[src/rtl/lcd_frame_writer.sv]
`default_nettype none
// ============================================================================
// Module   : lcd_frame_writer
// Purpose  : Writes a ROWS x COLS character frame to an HD44780-style LCD
//            (optional clear, per-row set-address, then data bytes).
// Options  : LCD_HEX_FIELD_EN - adds hex_val; 0x7F bytes become hex digits.
// Revision : 1.0 - initial parametrised release
// ============================================================================
module lcd_frame_writer #(
    parameter int ROWS     = 2,
    parameter int COLS     = 16,
    parameter int EN_PULSE = 20,
    parameter int T_CHAR   = 2500,
    parameter int T_CLEAR  = 100000,
    parameter int CNT_W    = 20
) (
    input  logic                   clk,
    input  logic                   rst_n,
    input  logic                   init_done,
    input  logic                   start,
    input  logic                   clear_first,
    input  logic [ROWS*COLS*8-1:0] frame,
`ifdef LCD_HEX_FIELD_EN
    input  logic [15:0]            hex_val,
`endif
    output logic                   ready,
    output logic                   busy,
    output logic                   done,
    output logic                   lcd_rs,
    output logic                   lcd_rw,
    output logic                   lcd_en,
    output logic [7:0]             lcd_data
);

    localparam int FW = ROWS * COLS * 8;
    localparam int RW = (ROWS > 1) ? $clog2(ROWS) : 1;
    localparam int CW = $clog2(COLS);
    localparam int IW = $clog2(FW);

    typedef enum logic [2:0] {
        S_WAIT_INIT = 3'd0,
        S_IDLE      = 3'd1,
        S_SETUP     = 3'd2,
        S_PULSE     = 3'd3,
        S_WAIT      = 3'd4
    } state_t;

    typedef enum logic [1:0] {
        K_CLEAR   = 2'd0,
        K_ROWADDR = 2'd1,
        K_DATA    = 2'd2
    } kind_t;

    state_t           state_q, state_d;
    kind_t            kind_q, kind_d;
    logic [RW-1:0]    row_q, row_d;
    logic [CW-1:0]    col_q, col_d;
    logic [CNT_W-1:0] cnt_q, cnt_d;
    logic [FW-1:0]    frame_q, frame_d;
    logic             rs_q, rs_d;
    logic [7:0]       data_q, data_d;
    logic             en_q, en_d;
    logic             ready_q, ready_d;
    logic             busy_q, busy_d;
    logic             done_q, done_d;
`ifdef LCD_HEX_FIELD_EN
    logic [15:0]      hex_q, hex_d;
    logic [2:0]       nib_q, nib_d;
    logic [3:0]       nib_val;
`endif

    logic             load;
    logic             last;
    logic [CNT_W-1:0] wait_lim;
    int               k;
    logic [IW-1:0]    sel;
    logic [7:0]       ch;
    logic [7:0]       base;

    always_comb begin
        state_d  = state_q;
        kind_d   = kind_q;
        row_d    = row_q;
        col_d    = col_q;
        cnt_d    = cnt_q;
        frame_d  = frame_q;
        rs_d     = rs_q;
        data_d   = data_q;
        done_d   = 1'b0;
        load     = 1'b0;
        last     = 1'b0;
`ifdef LCD_HEX_FIELD_EN
        hex_d    = hex_q;
        nib_d    = nib_q;
        nib_val  = 4'h0;
`endif
        wait_lim = (kind_q == K_CLEAR) ? CNT_W'(T_CLEAR - 1) : CNT_W'(T_CHAR - 1);

        case (state_q)
            S_WAIT_INIT: begin
                if (init_done) state_d = S_IDLE;
            end
            S_IDLE: begin
                if (!init_done) begin
                    state_d = S_WAIT_INIT;
                end else if (start && ready_q) begin
                    frame_d = frame;
`ifdef LCD_HEX_FIELD_EN
                    hex_d   = hex_val;
                    nib_d   = 3'd0;
`endif
                    kind_d  = clear_first ? K_CLEAR : K_ROWADDR;
                    row_d   = '0;
                    col_d   = '0;
                    cnt_d   = '0;
                    state_d = S_SETUP;
                    load    = 1'b1;
                end
            end
            S_SETUP: begin
                state_d = S_PULSE;
                cnt_d   = '0;
            end
            S_PULSE: begin
                if (cnt_q == CNT_W'(EN_PULSE - 1)) begin
                    state_d = S_WAIT;
                    cnt_d   = '0;
                end else begin
                    cnt_d = cnt_q + CNT_W'(1);
                end
            end
            S_WAIT: begin
                if (cnt_q == wait_lim) begin
                    cnt_d = '0;
                    case (kind_q)
                        K_CLEAR: begin
                            kind_d = K_ROWADDR;
                            row_d  = '0;
                        end
                        K_ROWADDR: begin
                            kind_d = K_DATA;
                            col_d  = '0;
                        end
                        default: begin
                            if (col_q != CW'(COLS - 1)) begin
                                col_d = col_q + CW'(1);
                            end else if (row_q != RW'(ROWS - 1)) begin
                                kind_d = K_ROWADDR;
                                row_d  = row_q + RW'(1);
                            end else begin
                                last = 1'b1;
                            end
                        end
                    endcase
                    if (last) begin
                        state_d = init_done ? S_IDLE : S_WAIT_INIT;
                        done_d  = 1'b1;
                    end else begin
                        state_d = S_SETUP;
                        load    = 1'b1;
                    end
                end else begin
                    cnt_d = cnt_q + CNT_W'(1);
                end
            end
            default: state_d = S_WAIT_INIT;
        endcase

        // Bus value is built from the step being entered so it is valid in SETUP.
        k   = int'(row_d) * COLS + int'(col_d);
        sel = IW'(FW - 8 - 8 * k);
        ch  = frame_d[sel +: 8];
        case (int'(row_d))
            0:       base = 8'h00;
            1:       base = 8'h40;
            2:       base = 8'(COLS);
            default: base = 8'(64 + COLS);
        endcase

        if (load) begin
            rs_d = (kind_d == K_DATA);
            case (kind_d)
                K_CLEAR:   data_d = 8'h01;
                K_ROWADDR: data_d = 8'h80 | base;
                default: begin
                    data_d = ch;
`ifdef LCD_HEX_FIELD_EN
                    if (ch == 8'h7F) begin
                        if (nib_d < 3'd4) begin
                            nib_val = 4'(hex_d >> (12 - 4 * int'(nib_d)));
                            data_d  = (nib_val < 4'd10) ? 8'h30 + {4'h0, nib_val}
                                                        : 8'h37 + {4'h0, nib_val};
                            nib_d   = nib_d + 3'd1;
                        end else begin
                            data_d = 8'h3F;
                        end
                    end
`endif
                end
            endcase
        end

        en_d    = (state_d == S_PULSE);
        busy_d  = (state_d == S_SETUP) || (state_d == S_PULSE) || (state_d == S_WAIT);
        ready_d = (state_q == S_IDLE) && (state_d == S_IDLE);
    end

    always_ff @(posedge clk or negedge rst_n) begin
        if (!rst_n) begin
            state_q <= S_WAIT_INIT;
            kind_q  <= K_CLEAR;
            row_q   <= '0;
            col_q   <= '0;
            cnt_q   <= '0;
            frame_q <= '0;
            rs_q    <= 1'b0;
            data_q  <= 8'h00;
            en_q    <= 1'b0;
            ready_q <= 1'b0;
            busy_q  <= 1'b0;
            done_q  <= 1'b0;
`ifdef LCD_HEX_FIELD_EN
            hex_q   <= 16'h0000;
            nib_q   <= 3'd0;
`endif
        end else begin
            state_q <= state_d;
            kind_q  <= kind_d;
            row_q   <= row_d;
            col_q   <= col_d;
            cnt_q   <= cnt_d;
            frame_q <= frame_d;
            rs_q    <= rs_d;
            data_q  <= data_d;
            en_q    <= en_d;
            ready_q <= ready_d;
            busy_q  <= busy_d;
            done_q  <= done_d;
`ifdef LCD_HEX_FIELD_EN
            hex_q   <= hex_d;
            nib_q   <= nib_d;
`endif
        end
    end

    assign ready    = ready_q;
    assign busy     = busy_q;
    assign done     = done_q;
    assign lcd_rs   = rs_q;
    assign lcd_rw   = 1'b0;
    assign lcd_en   = en_q;
    assign lcd_data = data_q;

endmodule
`default_nettype wire

[config.mk]
export PLATFORM = sky130hd
export DESIGN_NAME = lcd_frame_writer
export DESIGN_NICKNAME = d
export VERILOG_FILES = /design/src/rtl/lcd_frame_writer.sv
export SDC_FILE = /design/constraint.sdc
export NUM_CORES = 1
export LEC_CHECK = 0
export CAP_MARGIN = 0
export CORE_ASPECT_RATIO = 0.75
export CORE_UTILIZATION = 48
export CTS_CLUSTER_SIZE = 30
export DETAILED_ROUTE_END_ITERATION = 16
export PLACE_DENSITY = 0.78
export SLEW_MARGIN = 20
export SYNTH_ARGS = -nofsm -noshare
export SYNTH_HDL_FRONTEND = slang
export SYNTH_SLANG_ARGS = --single-unit
[constraint.sdc]
create_clock -name clk -period 2.9 [get_ports clk]
set_clock_uncertainty 0.1 [all_clocks]
set_input_delay 0.58 -clock clk [delete_from_list [all_inputs] [get_ports clk]]
set_output_delay 0.58 -clock clk [all_outputs]
set_load 0.05 [all_outputs]
==> Word-level counts from Yosys, hierarchy flattened <==
Cells that the tools add are included.
{ "word_totals": {"register_bits": 299, "latch_bits": 0, "ramBits": 0, "romBits": 0, "inputBits": 261, "out_inout_bits": 14, "wordCells": 98, "n_memories": 0} }
{ "op_classes": {"add_sub_neg": 5, "mul": 0, "div": 0, "magnitude_cmp": 0, "n_eq_ne": 16, "shift": 1, "mux": 53, "bitwise": 1, "reduce_logical": 10} }
{ "ops": {"columns": ["op", "n"], "rows": [
  ["two-way mux 256 bit", 3],
  ["indexed part select 256 x 9 -> 8 bit", 1],
  ["two-way mux 20 bit", 4],
  ["one-hot mux 20 bit (4 select lines)", 1],
  ["adder 20 x 1 -> 20 bit, second input constant", 1],
  ["equality test 20 x 17 -> 1 bit", 1],
  ["equality test 20 x 5 -> 1 bit, second input constant", 1],
  ["two-way mux 1 bit", 19],
  ["two-way mux 17 bit", 1],
  ["two-way mux 4 bit", 4],
  ["one-hot mux 4 bit (2 select lines)", 2],
  ["one-hot mux 8 bit (2 select lines)", 1],
  ["two-way mux 3 bit", 5],
  ["one-hot mux 3 bit (5 select lines)", 1],
  ["one-hot mux 7 bit (2 select lines)", 1],
  ["equality test 3 x 2 -> 1 bit, second input constant", 4],
  ["two-way mux 2 bit", 6],
  ["one-hot mux 2 bit (2 select lines)", 2],
  ["subtractor 8 bit, first input constant", 1],
  ["equality test 3 x 1 -> 1 bit, second input constant", 2],
  ["equality test 3 bit, second input constant", 2],
  ["one-hot mux 1 bit (2 select lines)", 3],
  ["adder 5 x 4 -> 5 bit", 1],
  ["adder 4 x 1 -> 4 bit, second input constant", 1],
  ["13 further kinds", 18]
]} }

==> Longest topological paths before layout <==
Gate-level depths: netlist of run 1.
{ "depth": {"depth_word": 11, "depth_mapped": 15, "ltp_nobuf": 11} }

==> Least setup slack after synthesis of run 1 <==
OpenSTA, ideal clock, no wires.
{ "synth_path": {"kind": "register to register", "startpoint": "reg cnt_q[2]", "endpoint": "reg data_q[7] (netlist: lcd_data[7])", "setup_time_ns": 0.118, "arrival_time_ns": 2.950, "required_time_ns": 2.682, "slack_ns": -0.268, "path_stages_with_launch": 14, "path_buffers": 3, "synth_period_minus_slack_ns": 3.168, "path_cell_list": "dfrtp_1 > buf_6 > or4_1 > nor3_2 > o21a_1 > buf_6 > o21a_4 > buf_8 > inv_6 > nor2_1 > a31oi_1 > o2111a_1 > or4b_1 > a21o_1"} }
{ "synth_between": {"elab_chain_len": 7, "elab_cells_between_ends": 15, "cone_classes": "2 x add/sub; 2 x eq/ne; 1 x shift; 9 x mux; 1 x reduce/logical"} }
{ "synth_lines": {"columns": ["element", "line_no", "source"], "rows": [
  ["from (decl)", "58", "logic [CNT_W-1:0] cnt_q, cnt_d;"],
  ["from (signal assigned)", "231", "cnt_q <= cnt_d;"],
  ["equality test 20 x 17 -> 1 bit *", "133", "if (cnt_q == wait_lim) begin"],
  ["two-way mux 4 bit or two-way mux 1 bit (tied branches)", "133", null],
  ["one-hot mux 4 bit (2 select lines) or one-hot mux 1 bit (2 select lines) (tied branches)", "99", "case (state_q)"],
  ["adder 5 x 4 -> 5 bit", "170", "k = int'(row_d) * COLS + int'(col_d);"],
  ["subtractor 8 bit", "171", "sel = IW'(FW - 8 - 8 * k);"],
  ["indexed part select 256 x 9 -> 8 bit", "172", "ch = frame_d[sel +: 8];"],
  ["one-hot mux 8 bit (2 select lines)", "182", "case (kind_d)"],
  ["to (signal assigned)", "234", "data_q <= data_d;"],
  ["to (decl)", "61", "logic [7:0] data_q, data_d;"]
]} }
Every way passes the cells marked *; elsewhere a longest branch is shown, timed or not.
A chain may end at the register's enable or synchronous reset.

==> Worst setup path in the final report of run 1 <==
{ "layout_path": {"startpoint": "reg cnt_q[6]", "endpoint": "reg data_q[7] (netlist: lcd_data[7])"} }
Same word-level chain as after synthesis.

==> flow_summary_export.csv, run 1 <==
group,metric,value,unit
worst_setup_path,crit_fanout,6,
worst_setup_path,r2r-end,"lcd_data[7]",
detailed_routing,ant_nets,0,
synth,ys_types,70,
detailed_routing,drc,0,
floorplanning,start_util,0.493,
placed_design,dp.final_hpwl,34.1,mm
timing,rsz0062_at_grt,"true",
timing,finalSetupViolCount,8,
power_and_ir_drop,p_sw,4670,uW
power_and_ir_drop,power_frac_comb,0.333,
power_and_ir_drop,power_density,698,nW/um^2
cells_and_area,final_cells,2503,
timing,tightest_slew,0.604,ns
global_routing,track_usage,0.302,
worst_setup_path,critical_path.most_common_cell,"or4b_4",
cts,clockBufferDepth,3,
cts,root_buffer,"clkbuf_16",
detailed_routing,dr.pass1.iters,5,
cells_and_area,final_common_cell,"nand2_1",
global_routing,grt_first_pass_wirelength,73.4,mm
worst_setup_path,path_cells,"buf_6 -> or4b_4 -> nor3_4 -> o21a_2 -> o21a_4 -> clkinv_8 -> buf_8 -> mux2i_2 -> nand2_1 -> o2111a_1 -> or4b_4 -> a21o_1",
worst_setup_path,r2r_cells,12,
synth,synthTopCellsByArea,"dfrtp_1, nand2_1, mux2i_1",
global_routing,top_usage_layer,"met2",
cells_and_area,syn_to_final_growth,44.3,%
min_path,worstHoldPathType,"reg2reg",
detailed_routing,dr_total_vias,13700,
cells_and_area,antenna_cells,0,
timing,finalSetupTns,-2.08,ns
floorplanning,dieArea,30800,um^2
detailed_routing,drt-initial-drc-count,1041,
synth,synth-edff-count,0,
cells_and_area,final.fill_count,2084,
cells_and_area,final_cell_mix,"nand2_1, dfrtp_1, clkdlybuf4s50_1",
outcome,status,"complete, but fails checks",
cells_and_area,utilization,0.711,
power_and_ir_drop,sw_frac_of_total,0.321,
worst_setup_path,crit_type,"reg2reg",
power_and_ir_drop,seq_power_share,0.390,
job,drv_cap,0,
timing,slew_headroom,0.596,
synth,synthArstFlopShare,1.00,
global_routing,grt_antenna_before_repair,0,
min_path,holdPathEnd,"frame_q[193]",
worst_setup_path,cp_top_family,"simple AND/OR/NAND/NOR gates",
synth,yosysTopAreaCellShare,0.518,
detailed_routing,wire_per_inst,19.3,um
power_and_ir_drop,vdd_drop_max,0.527,mV
detailed_routing,finalWirelength,48.3,mm
synth,syn_area_per_cell,8.73,um^2
power_and_ir_drop,intPower,9880,uW
worst_setup_path,r2r_slack,-0.35,ns
floorplanning,fp.dieH,152,um
global_routing,grt_use_met3,0.0682,
worst_setup_path,end_kind,"flop",
power_and_ir_drop,pwr-share-clk,0.277,
timing,finalMaxSlewViolations,0,
detailed_routing,routed_via_density,5.47,
worst_setup_path,cpPeakStageDelay,0.52,ns
min_path,hold_depth,2,
power_and_ir_drop,p_leak,0.0106,uW
worst_setup_path,cp-start-kind,"flop",
timing,max_freq,308,MHz
cells_and_area,drive_gt1_frac,0.171,
worst_setup_path,slowest_stage,"or4b_4",
synth,syn_inst,1656,
cts,cts_tree,"done",
timing,fin_crit,3.25,ns
global_routing,grt.overflow.total,0,
global_routing,use_met1,0.433,
outcome,violations,"negative setup slack",
synth,ys_warn_count,0,
timing,min_period_over_period,1.12,
cts,cts_sinks,299,
synth,syn_area,14500,um^2
floorplanning,die_w,202,um
cts,htree_levels,1,
cts,clk_pin_slew_worst_paths,0.06,ns
global_routing,grt_max_degree,72,
synth,synth_top_area_cell,"dfrtp_1",
timing,hold_viol,0,
worst_setup_path,r2r-start,"cnt_q[6]",
global_routing,grt_pass1_vias,13800,
floorplanning,core-area,29300,um^2
timing,finalWorstSetupSlack,-0.346,ns
placed_design,io_buffer_count,273,
floorplanning,row_count,54,
cts,clk_latency,0.57,ns
min_path,hp-start,"frame_q[193]",
floorplanning,io_pins,275,
cts,cts-buffers-inserted,31,
worst_setup_path,cp_num_buf_inv,3,
placed_design,gp_congestion,0.921,
synth,synth_seq_area_share,0.518,
synth,yosys_most_used_dff,"dfrtp_1",
worst_setup_path,cp.arrival,3.60,ns
placed_design,dp.cells,2421,
synth,synthesis.nets,1919,
synth,ys_seq_elements,299,
global_routing,use_met2,0.467,
worst_setup_path,crit_required,3.25,ns
cells_and_area,nets,2353,
==> registers in the layout (all words and copies together), names as in the netlist, 2 cells and up <==
name and flops:
frame_q 256, col_q 4, lcd_data 8, kind_q 2
cnt_q 20, state_q 3
==> stage by stage <==
step                      instance area (um^2)  hold slack (ns)  total power (uW)  setup slack (ns)
after CTS                                20400            0.371             14100            -0.260
after global routing                     20900            0.384             15200            -0.457
after floorplan                          14500            0.184              8090            -0.167
after global placement                   19000            0.348              9770            -0.672
final                                    20900            0.367             14500            -0.346
after detailed placement                 19000            0.356              9970            -0.800
==> worst max-delay path by stage <==
stage / from / endpoint / slack [ns] / depth (start not counted)
4_1_cts: cnt_q[11] / lcd_data[5] / -0.26 / 12
3_5_place_dp: init_done / lcd_data[0] / -0.80 / 13
3_3_place_gp: init_done / lcd_data[0] / -0.67 / 13
6_report: cnt_q[6] / lcd_data[7] / -0.35 / 12
5_1_grt: cnt_q[6] / lcd_data[1] / -0.46 / 14
2_1_floorplan: cnt_q[6] / lcd_data[7] / -0.17 / 12
==> cell type report <==
cell class / count / area (um^2) / share of cell area
clock buffers: 44 / 875 / 0.0419
clock inverters: 10 / 134 / 0.00642
inverters: 10 / 52.6 / 0.00252
multi-input cells: 1249 / 6890 / 0.330
flip-flops and latches: 299 / 7480 / 0.359
well taps: 392 / 490 / 0.0235
repair buffers: 499 / 4930 / 0.236
==> power by group through the flow <==
stage / clock network (uW) / logic, uW / registers (uW)
floorplan: 0 / 2360 / 5730
global placement: 0 / 4090 / 5680
detailed placement: 0 / 4230 / 5740
CTS: 4050 / 4420 / 5680
global route: 4220 / 5250 / 5780
finish: 4030 / 4840 / 5680
==> cells by family (layout without fill, tap and decap cells) <==
family / Yosys count / count (layout) / synth area share
adder cells (fa/ha/maj): 2 / 2 / 0.00173
AO/OA/AOI/OAI: 148 / 148 / 0.0741
flip-flops: 299 / 299 / 0.518
XOR/XNOR: 11 / 11 / 0.00667
buffers and inverters: 108 / 563 / 0.0362
other: 1 / 1 / 0.000259
multiplexers: 137 / 137 / 0.0965
AND/OR/NAND/NOR: 950 / 950 / 0.267
==> tightest hold or removal path, stage by stage (launching register included) <==
cell and delay (ns):
dfrtp_1 0.32, nand2_1 0.04, nand2_1 0.07
==> synth_stat cells, types with 3 or more instances <==
| library cell | number |
|---|---|
| buf_1 | 17 |
| xnor2_1 | 5 |
| a21o_1 | 4 |
| xor2_1 | 6 |
| a21oi_1 | 9 |
| nand2_1 | 791 |
| o31ai_1 | 6 |
| and4_1 | 5 |
| nor4_1 | 5 |
| buf_6 | 8 |
| dfrtp_1 | 299 |
| nand4_1 | 8 |
| o2111ai_1 | 13 |
| buf_2 | 18 |
| nand2b_1 | 14 |
| o21ai_1 | 6 |
| nor4bb_1 | 3 |
| inv_1 | 8 |
| o22ai_1 | 3 |
| clkbuf_1 | 49 |
| and2_1 | 8 |
| buf_4 | 5 |
| mux2_2 | 19 |
| o211ai_1 | 24 |
| a211oi_1 | 10 |
| or3_1 | 3 |
| mux2i_1 | 118 |
| o2bb2ai_1 | 5 |
| and3_1 | 5 |
| nor2_1 | 53 |
| nor2b_1 | 5 |
| o22a_1 | 5 |
| nor3_1 | 14 |
| a31oi_1 | 3 |
| o21a_1 | 4 |
| o21ai_0 | 34 |
| nand3_1 | 22 |
==> per-layer routing <==
metal / part of all wire / vias up
met2: 0.45 / 622
met3: 0.092 / 83
met4: 0.023 / 0
met5: 0 / -
li1: - / 6324
met1: 0.43 / 6666
==> what timing repair did <==
action | in CTS | in global routing
setup buffers | 13 | 12
setup endpoints to repair | 8 | 9
endpoints found under the hold margin | 61 | 0
hold buffers | 1 | 0
gates resized for setup | 36 | 78
pin swaps | 14 | 25
gates cloned | 3 | 4
Note: power is estimated with default switching activity, not from simulation.
==> run 2, diff against run 1 <==
--- a/config.mk
+++ b/config.mk
@@ -5,7 +5,6 @@
 export SDC_FILE = /design/constraint.sdc
 export NUM_CORES = 1
 export LEC_CHECK = 0
-export CAP_MARGIN = 0
 export CORE_ASPECT_RATIO = 0.75
 export CORE_UTILIZATION = 48
 export CTS_CLUSTER_SIZE = 30
==> results of run 2 <==
Same layout as run 1: the final DEF is identical, and so are final timing and power.
==> run 3, diff against run 2 <==
--- a/config.mk
+++ b/config.mk
@@ -9,6 +9,7 @@
 export CORE_UTILIZATION = 48
 export CTS_CLUSTER_SIZE = 30
 export DETAILED_ROUTE_END_ITERATION = 16
+export GPL_TIMING_DRIVEN = 0
 export PLACE_DENSITY = 0.78
 export SLEW_MARGIN = 20
 export SYNTH_ARGS = -nofsm -noshare
==> run 3 against run 2 <==
  * The run still ends with negative setup slack left
  * Sequential share of layout area is 1.9 points higher
  * Via count is 2.3% lower
  * Global-route usage is 1.6 points higher
  * Setup slack worse by 0.096 ns
  * Register-to-register slack worse by 0.096 ns
  * Non-clock buffer count is 87 lower
  * Critical path depth is 3 higher
  * Total power is 4.1% lower
  * Design area is 4.8% lower
  * Utilization is 3.4 points lower
  * Clock power is 7.2% lower
  * Sequential cell count stayed put
  * Critical path type unchanged
  * Largest power group unchanged
==> flow_summary_export.csv, run 3 (synthesized netlist as in run 1, its figures left out) <==
group,metric,value,unit
floorplanning,fp.dieH,152,um
detailed_routing,wire_per_inst,20.7,um
detailed_routing,dr_total_vias,13400,
worst_setup_path,cp-start-kind,"flop",
worst_setup_path,startpoint,"cnt_q[10]",
worst_setup_path,slowest_stage,"or4_4",
worst_setup_path,crit_end,"lcd_data[1]",
cells_and_area,final_cell_mix,"nand2_1, dfrtp_1, clkdlybuf4s50_1",
outcome,violations,"negative setup slack",
min_path,worstHoldPathType,"reg2reg",
worst_setup_path,r2r_cells,15,
cts,root_buffer,"clkbuf_16",
timing,tightest_slew,0.758,ns
cells_and_area,syn_to_final_growth,37.4,%
placed_design,dp.final_hpwl,36.4,mm
global_routing,grt_pass1_vias,13100,
cts,cts-buffers-inserted,30,
placed_design,io_buffer_count,273,
floorplanning,die_w,202,um
floorplanning,dieArea,30800,um^2
global_routing,grt_first_pass_wirelength,75.2,mm
cells_and_area,final.fill_count,2354,
global_routing,grt_antenna_before_repair,3,
cts,cts_sinks,299,
detailed_routing,finalWirelength,50.0,mm
job,drv_cap,0,
power_and_ir_drop,vdd_drop_max,0.469,mV
detailed_routing,ant_nets,0,
cells_and_area,final_cell_area,19900,um^2
timing,min_period_over_period,1.15,
timing,slew_headroom,0.491,
power_and_ir_drop,power_density,703,nW/um^2
placed_design,place_area,17800,um^2
cts,clk_latency,0.56,ns
worst_setup_path,path_cells,"or4_4 -> nor3_4 -> o21a_1 -> buf_6 -> o21a_4 -> buf_12 -> inv_12 -> buf_12 -> buf_12 -> buf_12 -> mux2i_4 -> nand2b_4 -> o211ai_1 -> o2111ai_1 -> o21ai_1",
floorplanning,start_util,0.493,
floorplanning,row_count,54,
worst_setup_path,end_kind,"flop",
timing,fin_crit,3.34,ns
cts,cts_tree,"done",
floorplanning,io_pins,275,
detailed_routing,drc,0,
worst_setup_path,cp.arrival,3.73,ns
worst_setup_path,r2r_slack,-0.44,ns
worst_setup_path,r2r-end,"lcd_data[1]",
timing,finalSetupViolCount,8,
placed_design,gp_congestion,0.927,
cells_and_area,antenna_cells,0,
worst_setup_path,critical_path.most_common_cell,"buf_12",
worst_setup_path,r2r-start,"cnt_q[10]",
cts,clk_pin_slew_worst_paths,0.07,ns
cells_and_area,drive_gt1_frac,0.137,
global_routing,grt_max_degree,98,
worst_setup_path,crit_required,3.29,ns
cells_and_area,top_register,"frame_q",
floorplanning,core-area,29300,um^2
detailed_routing,drt-initial-drc-count,1163,
global_routing,grt.overflow.total,0,
cells_and_area,nets,2265,
timing,rsz0062_at_grt,"true",
cells_and_area,multi_input_area,6970,um^2
cells_and_area,seqCellArea,7490,um^2
detailed_routing,routed_via_density,5.55,
detailed_routing,dr.pass1.iters,6,
worst_setup_path,crit_fanout,9,
cts,htree_levels,1,
cells_and_area,final_common_cell,"nand2_1",
timing,finalWorstSetupSlack,-0.442,ns
placed_design,dp.cells,2324,
timing,finalMaxSlewViolations,0,
cells_and_area,utilization,0.677,
cells_and_area,largest_reg_flops,256,
global_routing,track_usage,0.318,
worst_setup_path,cpPeakStageDelay,0.59,ns
power_and_ir_drop,p_leak,0.0100,uW
min_path,hold_depth,2,
cells_and_area,final_cells,2413,
worst_setup_path,crit_type,"reg2reg",
timing,max_freq,299,MHz
timing,hold_viol,0,
outcome,status,"complete, but fails checks",
cts,clockBufferDepth,3,
run 3: cell count changes in the layout (fill, tap and decap cells not counted), sizes merged:
cell	change
buf	-126
bufinv	-2
clkbuf	+40
clkinv	-1
clkinvlp	-1
run 3: layout make-up:
class                           count  share of cell area
Multi-Input combinational cell   1249               0.351
Clock buffer                       45              0.0437
Clock inverter                      6             0.00290
Buffer                             97              0.0374
Sequential cell                   299               0.377
Tap cell                          392              0.0247
Timing Repair Buffer              315               0.160
Inverter                           10             0.00252
run 3: what timing repair did:
item                       in CTS  in global routing
setup endpoints to repair     216                 32
gates resized for setup       162                 79
hold buffers                    1                  0
pin swaps                      29                 14
hold endpoints to repair       67                  0
buffers inserted               21                 15
cloned                          2                  0
run 3: worst max-delay path, delay by kind of cell, from the launching register on:
kind                   cells  cell delay, ns
AND/OR/NAND/NOR            3            0.97
flip-flops                 1            0.45
multiplexers               1            0.18
AO/OA/AOI/OAI              5            0.76
buffers and inverters      6            0.78
run 3: power by group:
group / internal, uW / switching (uW)
Sequential: 5320 / 409
Clock: 2130 / 1610
Combinational: 1950 / 2530
Total: 9400 / 4540
run 3: worst min path at each step:
stage	from	to	slack, ns
5_1_grt	frame_q[197]	frame_q[197]	0.38
3_3_place_gp	frame_q[186]	frame_q[186]	0.35
6_report	frame_q[214]	frame_q[214]	0.37
3_5_place_dp	frame_q[188]	frame_q[188]	0.35
4_1_cts	frame_q[188]	frame_q[188]	0.37
2_1_floorplan	rst_n	busy	0.18
run 3: per-stage QoR:
stage	setup WS [ns]	total power, uW	setup TNS (ns)	hold slack, ns
final	-0.442	13900	-3.14	0.371
after global routing	-0.479	14600	-3.59	0.379
after CTS	-0.508	13700	-5.01	0.370
after detailed placement	-1.74	9550	-200.36	0.355
after global placement	-11.67	9400	-3676.77	0.347
after floorplan	-0.167	8090	-0.741	0.184
run 3: layer usage:
metal,wire [um],GRT usage
met1,22300,0.477
met2,21600,0.465
met3,4720,0.0661
met4,1350,0.0877
met5,14,0
